<file path="src/rtl/kbd_pkg.sv">
// Shared definitions for the keyboard direction queue: direction encodings,
// scan-code constants and the opposite-direction helper.
package kbd_pkg;

  typedef enum logic [1:0] {
    DIR_RIGHT = 2'b00,
    DIR_LEFT  = 2'b01,
    DIR_UP    = 2'b10,
    DIR_DOWN  = 2'b11
  } dir_t;

  // {extended, scan code}
  localparam logic [8:0] KEY_ARROW_RIGHT = 9'h174;
  localparam logic [8:0] KEY_ARROW_LEFT  = 9'h16B;
  localparam logic [8:0] KEY_ARROW_UP    = 9'h175;
  localparam logic [8:0] KEY_ARROW_DOWN  = 9'h172;
  localparam logic [8:0] KEY_W           = 9'h01D;
  localparam logic [8:0] KEY_A           = 9'h01C;
  localparam logic [8:0] KEY_S           = 9'h01B;
  localparam logic [8:0] KEY_D           = 9'h023;
  localparam logic [8:0] KEY_SPACE       = 9'h029;

  // Opposite pairs differ only in bit 0 with this encoding.
  function automatic logic [1:0] opposite(input logic [1:0] d);
    return {d[1], ~d[0]};
  endfunction

endpackage

</file>
<file path="src/rtl/dir_fifo.sv">
// Small synchronous FIFO of 2-bit direction commands; exposes the newest
// entry (tail) so the caller can filter against the last queued command.
module dir_fifo #(
  parameter int DEPTH = 4
) (
  input  logic                       clk,
  input  logic                       rst_n,
  input  logic                       push,
  input  logic                       pop,
  input  logic [1:0]                 din,
  output logic [1:0]                 head,
  output logic [1:0]                 tail,
  output logic                       full,
  output logic                       empty,
  output logic [$clog2(DEPTH+1)-1:0] count
);

  localparam int PTR_W = $clog2(DEPTH);
  localparam int CNT_W = $clog2(DEPTH + 1);

  logic [1:0]       mem [DEPTH];
  logic [PTR_W-1:0] wr_ptr;
  logic [PTR_W-1:0] rd_ptr;
  logic             do_push;
  logic             do_pop;

  assign full    = (count == CNT_W'(DEPTH));
  assign empty   = (count == '0);
  assign do_pop  = pop && !empty;
  // A full queue still accepts when an entry leaves in the same cycle.
  assign do_push = push && (!full || do_pop);
  assign head    = mem[rd_ptr];
  assign tail    = mem[wr_ptr - PTR_W'(1)];

  always_ff @(posedge clk or negedge rst_n) begin
    if (!rst_n) begin
      wr_ptr <= '0;
      rd_ptr <= '0;
      count  <= '0;
      for (int i = 0; i < DEPTH; i++) mem[i] <= '0;
    end else begin
      if (do_push) begin
        mem[wr_ptr] <= din;
        wr_ptr      <= wr_ptr + PTR_W'(1);
      end
      if (do_pop) rd_ptr <= rd_ptr + PTR_W'(1);
      case ({do_push, do_pop})
        2'b10:   count <= count + CNT_W'(1);
        2'b01:   count <= count - CNT_W'(1);
        default: count <= count;
      endcase
    end
  end

endmodule

</file>
<file path="src/rtl/kbd_dir_queue.sv">
// Direction controller: decodes key makes, rejects reversals/duplicates,
// buffers commands and applies one per game tick, with a pause toggle.
module kbd_dir_queue
  import kbd_pkg::*;
#(
  parameter int         DEPTH       = 4,
  parameter bit         ENABLE_WASD = 1'b1,
  parameter logic [1:0] INIT_DIR    = 2'b00,
  parameter logic [8:0] PAUSE_CODE  = 9'h029
) (
  input  logic                       clk,
  input  logic                       rst_n,
  input  logic                       key_valid,
  input  logic [8:0]                 key_code,
  input  logic                       key_make,
  input  logic                       tick,
  output logic [1:0]                 dir,
  output logic                       dir_update,
  output logic                       paused,
  output logic [$clog2(DEPTH+1)-1:0] q_count,
  output logic                       drop
);

  dir_t       key_dir;
  logic       key_hit;
  logic       pause_hit;
  logic [1:0] ref_dir;
  logic       acceptable;
  logic       push;
  logic       pop;
  logic [1:0] head;
  logic [1:0] tail;
  logic       full;
  logic       empty;

  always_comb begin
    key_dir = DIR_RIGHT;
    key_hit = 1'b0;
    if (key_valid && key_make) begin
      key_hit = 1'b1;
      if      (key_code == KEY_ARROW_RIGHT)            key_dir = DIR_RIGHT;
      else if (key_code == KEY_ARROW_LEFT)             key_dir = DIR_LEFT;
      else if (key_code == KEY_ARROW_UP)               key_dir = DIR_UP;
      else if (key_code == KEY_ARROW_DOWN)             key_dir = DIR_DOWN;
      else if (ENABLE_WASD && key_code == KEY_D)       key_dir = DIR_RIGHT;
      else if (ENABLE_WASD && key_code == KEY_A)       key_dir = DIR_LEFT;
      else if (ENABLE_WASD && key_code == KEY_W)       key_dir = DIR_UP;
      else if (ENABLE_WASD && key_code == KEY_S)       key_dir = DIR_DOWN;
      else                                             key_hit = 1'b0;
    end
  end

  // Filter against the newest queued command, or the live direction if none.
  assign pause_hit  = key_valid && key_make && (key_code == PAUSE_CODE);
  assign ref_dir    = empty ? dir : tail;
  assign acceptable = key_hit && !paused && (key_dir != ref_dir) &&
                      (key_dir != opposite(ref_dir));
  assign pop        = tick && !paused && !empty;
  assign push       = acceptable;

  dir_fifo #(.DEPTH(DEPTH)) u_fifo (
    .clk   (clk),
    .rst_n (rst_n),
    .push  (push),
    .pop   (pop),
    .din   (key_dir),
    .head  (head),
    .tail  (tail),
    .full  (full),
    .empty (empty),
    .count (q_count)
  );

  always_ff @(posedge clk or negedge rst_n) begin
    if (!rst_n) begin
      dir        <= INIT_DIR;
      dir_update <= 1'b0;
      paused     <= 1'b0;
      drop       <= 1'b0;
    end else begin
      dir_update <= pop;
      drop       <= acceptable && full && !pop;
      if (pop)       dir    <= head;
      if (pause_hit) paused <= !paused;
    end
  end

endmodule

</file>
<file path="config.mk">
export PLATFORM = sky130hd
export DESIGN_NAME = kbd_dir_queue
export DESIGN_NICKNAME = d
export VERILOG_FILES = /design/src/rtl/kbd_pkg.sv /design/src/rtl/dir_fifo.sv /design/src/rtl/kbd_dir_queue.sv
export SDC_FILE = /design/constraint.sdc
export NUM_CORES = 1
export LEC_CHECK = 0
export CAP_MARGIN = 20
export CELL_PAD_IN_SITES_DETAIL_PLACEMENT = 1
export CELL_PAD_IN_SITES_GLOBAL_PLACEMENT = 1
export CORE_MARGIN = 2
export CORE_UTILIZATION = 46
export CTS_BUF_LIST = sky130_fd_sc_hd__clkbuf_8
export CTS_CLUSTER_DIAMETER = 200
export DETAILED_ROUTE_END_ITERATION = 8
export PLACE_DENSITY_LB_ADDON = 0.12
export SETUP_SLACK_MARGIN = 0.15
export SKIP_LAST_GASP = 1
export SLEW_MARGIN = 40
export SYNTH_ARGS = -nofsm -noshare
export SYNTH_HDL_FRONTEND = slang
export SYNTH_SLANG_ARGS = --single-unit
</file>
<file path="constraint.sdc">
create_clock -name clk -period 9.1 [get_ports clk]
set_clock_uncertainty 0.05 [all_clocks]
set_input_delay 2.73 -clock clk [delete_from_list [all_inputs] [get_ports clk]]
set_output_delay 2.73 -clock clk [all_outputs]
set_load 0.02 [all_outputs]
</file>
* Word level (Yosys, flattened, before mapping) *
Index checks and enable logic that the tools add are counted.

cells by class
  $add $sub $neg = 5
  order comparisons = 4
  equal/unequal tests = 14
  mux-type cells = 29
  bitwise gates (word level) = 4
  reduce and logical (&&, ||, !) cells = 19

operators by type and width
  operator                                                                      number
  9-bit == test, second input constant                                          4
  2-bit 2-to-1 mux                                                              15
  9-bit by 5-bit == test with 1-bit output, second input constant               3
  9-bit by 6-bit == test with 1-bit output, second input constant               2
  1-bit logical AND                                                             12
  3-bit greater-or-equal comparator, second input constant                      3
  1-bit 2-to-1 mux                                                              9
  2-bit NOT with 3-bit output                                                   3
  2-bit binary-select mux with 2-bit select                                     2
  8-bit bitwise mux                                                             1
  3-bit one-hot mux with 2 select lines                                         1
  2-bit by 1-bit adder with 2-bit output, second input constant                 2
  2-bit demux with 2-bit select                                                 1
  1-bit logical NOT                                                             4
  2-bit inequality test                                                         2
  3-bit by 1-bit adder with 3-bit output, second input constant                 1
  3-bit == test, second input constant                                          1
  3-bit logical NOT                                                             1
  3-bit by 1-bit less-than comparator with 1-bit output, second input constant  1
  3-bit by 1-bit subtractor with 3-bit output, second input constant            1
  2-bit by 1-bit == test with 1-bit output, second input constant               1
  2-bit == test, second input constant                                          1
  2-bit nonzero test                                                            1
  2-bit by 1-bit subtractor with 2-bit output, second input constant            1
  2 further kinds                                                               2

storage, ports and cells
  bits in registers = 20
  input bits = 14
  output and inout bits = 8

* Depth between registers and ports, before layout *
  word-level depth = 16
  gate-level depth with buffers = 13
  gate-level depth less buffers = 13

* Modules after synthesis *
From an unflattened synthesis, not the netlist that was laid out.

unflattened totals
  cell total of the unflattened synthesis = 123
  area, all modules = 1,371.3 µm²

by module, submodules not included
  module         instances  cells each  area an instance (µm²)
  dir_fifo       1          77          914.6
  kbd_dir_queue  1          46          456.7

* Worst setup path after synthesis *
Ideal clock, no wire load.

  path type = input port to flip-flop
  start = input port key_code[1]
  end = register u_fifo.count[2]
  library setup time = 0.132 ns
  arrival time = 4.701 ns
  setup slack = 4.216 ns
  cell stages on the path = 12
  cells stage by stage = buf_2 > or3b_1 > a211oi_1 > nor3_2 > a31oi_4 > nand3_1 > ha_1 > inv_1 > fa_1 > xor2_1 > nor2_1 > xor2_1

on the way
  word-level cells in the longest chain between the ends = 16

ends and longest elaborated chain
  what                                                                                RTL line             source
  from (decl)                                                                         kbd_dir_queue.sv:14  input logic [8:0] key_code,
  9-bit by 5-bit == test with 1-bit output                                            kbd_dir_queue.sv:48  else if (ENABLE_WASD && key_code == KEY_S) key_dir = DIR_DOWN;
  2-bit 2-to-1 mux / 1-bit 2-to-1 mux (equally long branches)                         kbd_dir_queue.sv:48
  2-bit 2-to-1 mux / 1-bit 2-to-1 mux (equally long branches)                         kbd_dir_queue.sv:47  else if (ENABLE_WASD && key_code == KEY_W) key_dir = DIR_UP;
  2-bit 2-to-1 mux / 1-bit 2-to-1 mux (equally long branches)                         kbd_dir_queue.sv:46  else if (ENABLE_WASD && key_code == KEY_A) key_dir = DIR_LEFT;
  2-bit 2-to-1 mux / 1-bit 2-to-1 mux (equally long branches)                         kbd_dir_queue.sv:45  else if (ENABLE_WASD && key_code == KEY_D) key_dir = DIR_RIGHT;
  2-bit 2-to-1 mux / 1-bit 2-to-1 mux (equally long branches)                         kbd_dir_queue.sv:44  else if (key_code == KEY_ARROW_DOWN) key_dir = DIR_DOWN;
  2-bit 2-to-1 mux / 1-bit 2-to-1 mux (equally long branches)                         kbd_dir_queue.sv:43  else if (key_code == KEY_ARROW_UP) key_dir = DIR_UP;
  2-bit 2-to-1 mux / 1-bit 2-to-1 mux (equally long branches)                         kbd_dir_queue.sv:42  else if (key_code == KEY_ARROW_LEFT) key_dir = DIR_LEFT;
  2-bit 2-to-1 mux / 1-bit 2-to-1 mux (equally long branches)                         kbd_dir_queue.sv:41  if (key_code == KEY_ARROW_RIGHT) key_dir = DIR_RIGHT;
  2-bit 2-to-1 mux / 1-bit 2-to-1 mux (equally long branches)                         kbd_dir_queue.sv:39  if (key_valid && key_make) begin
  2-bit inequality test / 1-bit logical AND (equally long branches)                   kbd_dir_queue.sv:56  assign acceptable = key_hit && !paused && (key_dir != ref_dir) &&
  1-bit logical AND                                                                   kbd_dir_queue.sv:56
  1-bit logical AND (*)                                                               kbd_dir_queue.sv:56
  1-bit logical AND (*)                                                               dir_fifo.sv:31       assign do_push = push && (!full || do_pop);
  2-bit by 1-bit == test with 1-bit output / 2-bit == test (equally long branches)    dir_fifo.sv:47       case ({do_push, do_pop})
  3-bit one-hot mux with 2 select lines / 2-bit nonzero test (equally long branches)  --
  to (signal assigned)                                                                dir_fifo.sv:48       2'b10: count <= count + CNT_W'(1);
  to (signal assigned)                                                                dir_fifo.sv:49       2'b01: count <= count - CNT_W'(1);
  to (signal assigned)                                                                dir_fifo.sv:50       default: count <= count;
  to (decl)                                                                           dir_fifo.sv:15       output logic [$clog2(DEPTH+1)-1:0] count

Mark *: on every way between the ends. The rest lies on a longest branch, timed or not.
A chain may end at the register's enable or synchronous reset.

* Worst setup path after layout *
  start = input port key_code[1]
  end = register u_fifo.count[1]

Same word-level chain as after synthesis.

==> results.cfg <==
[power_and_ir_drop]
ir_drop_v = 0.000156
finalPower_w = 0.000299
p_leak_nw = 0.677
p_per_area_nw_per_um2 = 192

[routing]
drtPass1Iterations = 4
drt-total-wl_um = 3050
route.met2.wl_um = 1450
drc = 0
wl_met1_um = 1440
antenna_left = 0
num_vias = 918
routed_via_density = 5.81
drtIter0Drc = 16
wl_met3_um = 98
wl_per_cell_um = 19.3
highest_layer = met4

[logic_synthesis]
ys_ff_latch = 20
synth-seq-area-share_pct = 40.1
syn_nets = 124
synth-edff-count = 0
synth_mux_area_share_pct = 19.8
avgSynthCellArea_um2 = 12.0
synth_top_family_by_area = multiplexers
synthDistinctLibCells = 38
synth-compound-area-share_pct = 6.62
yosys.area_share.simple_pct = 18.9
synthXorXnorAreaFrac_pct = 4.91
synthAdderAreaFrac_pct = 6.62
synthArstFlopShare_pct = 100
postSynthCellCount = 104
yosys_warnings = 0
ys.flop_type = dfrtp_1
synth_area_um2 = 1250

[placement]
hpwlAfterDp_um = 2310
gp_congestion = 0.788
portBuffers = 21

[floorplanning]
fp.dieH_um = 56.1
die_w_um = 56.1
initial_core_util_pct = 49.5
die-area_um2 = 3140
ioPinCount = 22
core_area_um2 = 2520
fp-row-count = 18

[worst_setup_path]
worst_setup_path_start_kind = input pin
reg2reg_to = u_fifo.count[2]
crit_type = input pin to register
worstPathCellList = clkdlybuf4s50_1, or3b_1, a211oi_1, nor3_2, a31oi_4, nand3_1, ha_1, inv_1, fa_1, mux2i_1
crit_fanout = 9
critPathRequiredTime_ns = 9.24
slowest_stage = clkdlybuf4s50_1
cp-endpoint = u_fifo.count[1]
ff2ff_path_depth = 13
rr_startpoint = u_fifo.wr_ptr[0]
r2r_slack_ns = 5.96
worstPathArrival_ns = 5.54
cp-end-kind = register
crit_start = key_code[1]
cpPeakStageDelay_ns = 0.65

[clock_network]
cts.repair.resized = 0
hold_buffers = 0
cts_root_buffer = clkbuf_8
htree_levels = 1
clock_latency_ns = 0.26
cts_buffers = 3
tritoncts = built
cts.clk_slew.worst_paths_ns = 0.08
clk_path_buf_depth = 2
cts_setup_buffers = 0
cts_sinks = 20

[layout]
num-nets-final = 149
diodes = 0
multiInputGateArea_um2 = 708
final_cell_mix = dfrtp_1, clkdlybuf4s50_1, nor2_1, inv_1, mux2_4
post_route_cells_drive_above_1_share_pct = 21.1
nFillCells = 268
syn_to_final_growth_pct = 24.8
ff_latch_area_um2 = 500

[global_route]
grt_pass1_vias = 987
gr-total-overflow = 0
antenna_found_initial = 0
gr-usage-all-layers_pct = 21.3
grt_max_degree = 21
grt_pass1_wl_um = 5170

[timing]
fin_setup_tns_ns = 0
slew_viol_final = 0
fin_crit_sh_pct = 59.4
hold_viol = 0
setup_viol = 0
period_minus_slack_ns = 5.41
grt_setup_unrepaired = false
relSlewSlack_pct = 62.1
tightest_slew_ns = 0.566
max_freq_mhz = 185

[hold_path]
min_path_cells = 1
worstHoldPathType = register to register
hold_start = u_fifo.mem[4]

[run_status]
status = complete, no violations

[run]
drv_cap = 0
[power by group]
group          switching [W]  internal (W)
registers          0.0000165      0.000103
clock network      0.0000315     0.0000588
logic              0.0000465     0.0000434
[synth_stat cells, types with 2 or more instances]
cell type / number / share of area [%]
dfrtp_1: 20 / 40
inv_1: 9 / 2.7
mux2_4: 9 / 11
nor2_1: 9 / 2.7
ha_1: 5 / 5.0
and4_4: 4 / 3.6
xnor2_1: 4 / 2.8
mux4_2: 3 / 5.4
nand2_1: 3 / 0.90
nand3b_1: 3 / 1.8
xor2_1: 3 / 2.1
a211oi_1: 2 / 1.2
mux2_2: 2 / 1.8
nand2b_1: 2 / 1.0
nand4_1: 2 / 1.0
nor3_1: 2 / 0.80
[metal layers]
metal / vias up / track usage (%)
li1: 426 / -
met1: 462 / 28.6
met2: 21 / 33.9
met3: 9 / 3.95
met4: 0 / 8.50
met5: - / 0
[flip-flops by register name (all words and copies together) (netlist names)]
name and cells:
paused 1, dir_update 1, u_fifo.wr_ptr 2, u_fifo.mem 8, dir 2, drop 1
u_fifo.rd_ptr 2, u_fifo.count 3
[through the flow]
| step | instances | utilization (%) | area (um2) | hold slack (ns) | setup WS, ns |
|---|---|---|---|---|---|
| 4_1_cts | 158 | 61.7 | 1560 | 0.478 | 3.69 |
| 3_3_place_gp | 154 | 59.1 | 1490 | 0.440 | 3.45 |
| 3_5_place_dp | 154 | 58.9 | 1490 | 0.454 | 3.42 |
| 5_1_grt | 158 | 61.7 | 1560 | 0.493 | 3.47 |
| 6_report | 158 | 61.7 | 1560 | 0.481 | 3.69 |
| 2_1_floorplan | 104 | - | 1250 | 0.426 | 4.22 |
[how the worst min path moves through the flow]
stage	endpoint	slack, ns
2_1_floorplan	u_fifo.mem[4]	0.43
3_3_place_gp	dir[0]	0.44
3_5_place_dp	u_fifo.mem[0]	0.45
4_1_cts	u_fifo.mem[0]	0.48
5_1_grt	u_fifo.mem[0]	0.49
6_report	u_fifo.mem[4]	0.48
[area by class of cell]
class                   instances  share of cell area, %
clock buffers                   3                   2.65
flip-flops and latches         20                   32.2
well taps                      30                   2.41
clock inverters                 1                   1.93
repair buffers                 21                   13.2
multi-input cells              74                   45.5
inverters                       9                   2.17
[critical path: cells and delay by family]
kind                     cells  cell delay [ns]
buffers and inverters        2             0.72
AND/OR/NAND/NOR              3             0.63
multiplexers                 1             0.15
AO/OA/AOI/OAI                2             0.66
adder cells (fa/ha/maj)      2             0.64
[kinds of logic (layout without fill, tap and decap cells)]
kind of cell	Yosys count	count (layout)
DFF	20	20
AOI/OAI and AO/OA	9	9
muxes	16	16
xor gates and xnor gates	7	7
buffers and inverters	10	34
adders and majority gates	6	6
and+or+nand+nor	36	36
(Power assumes the default switching activity.)
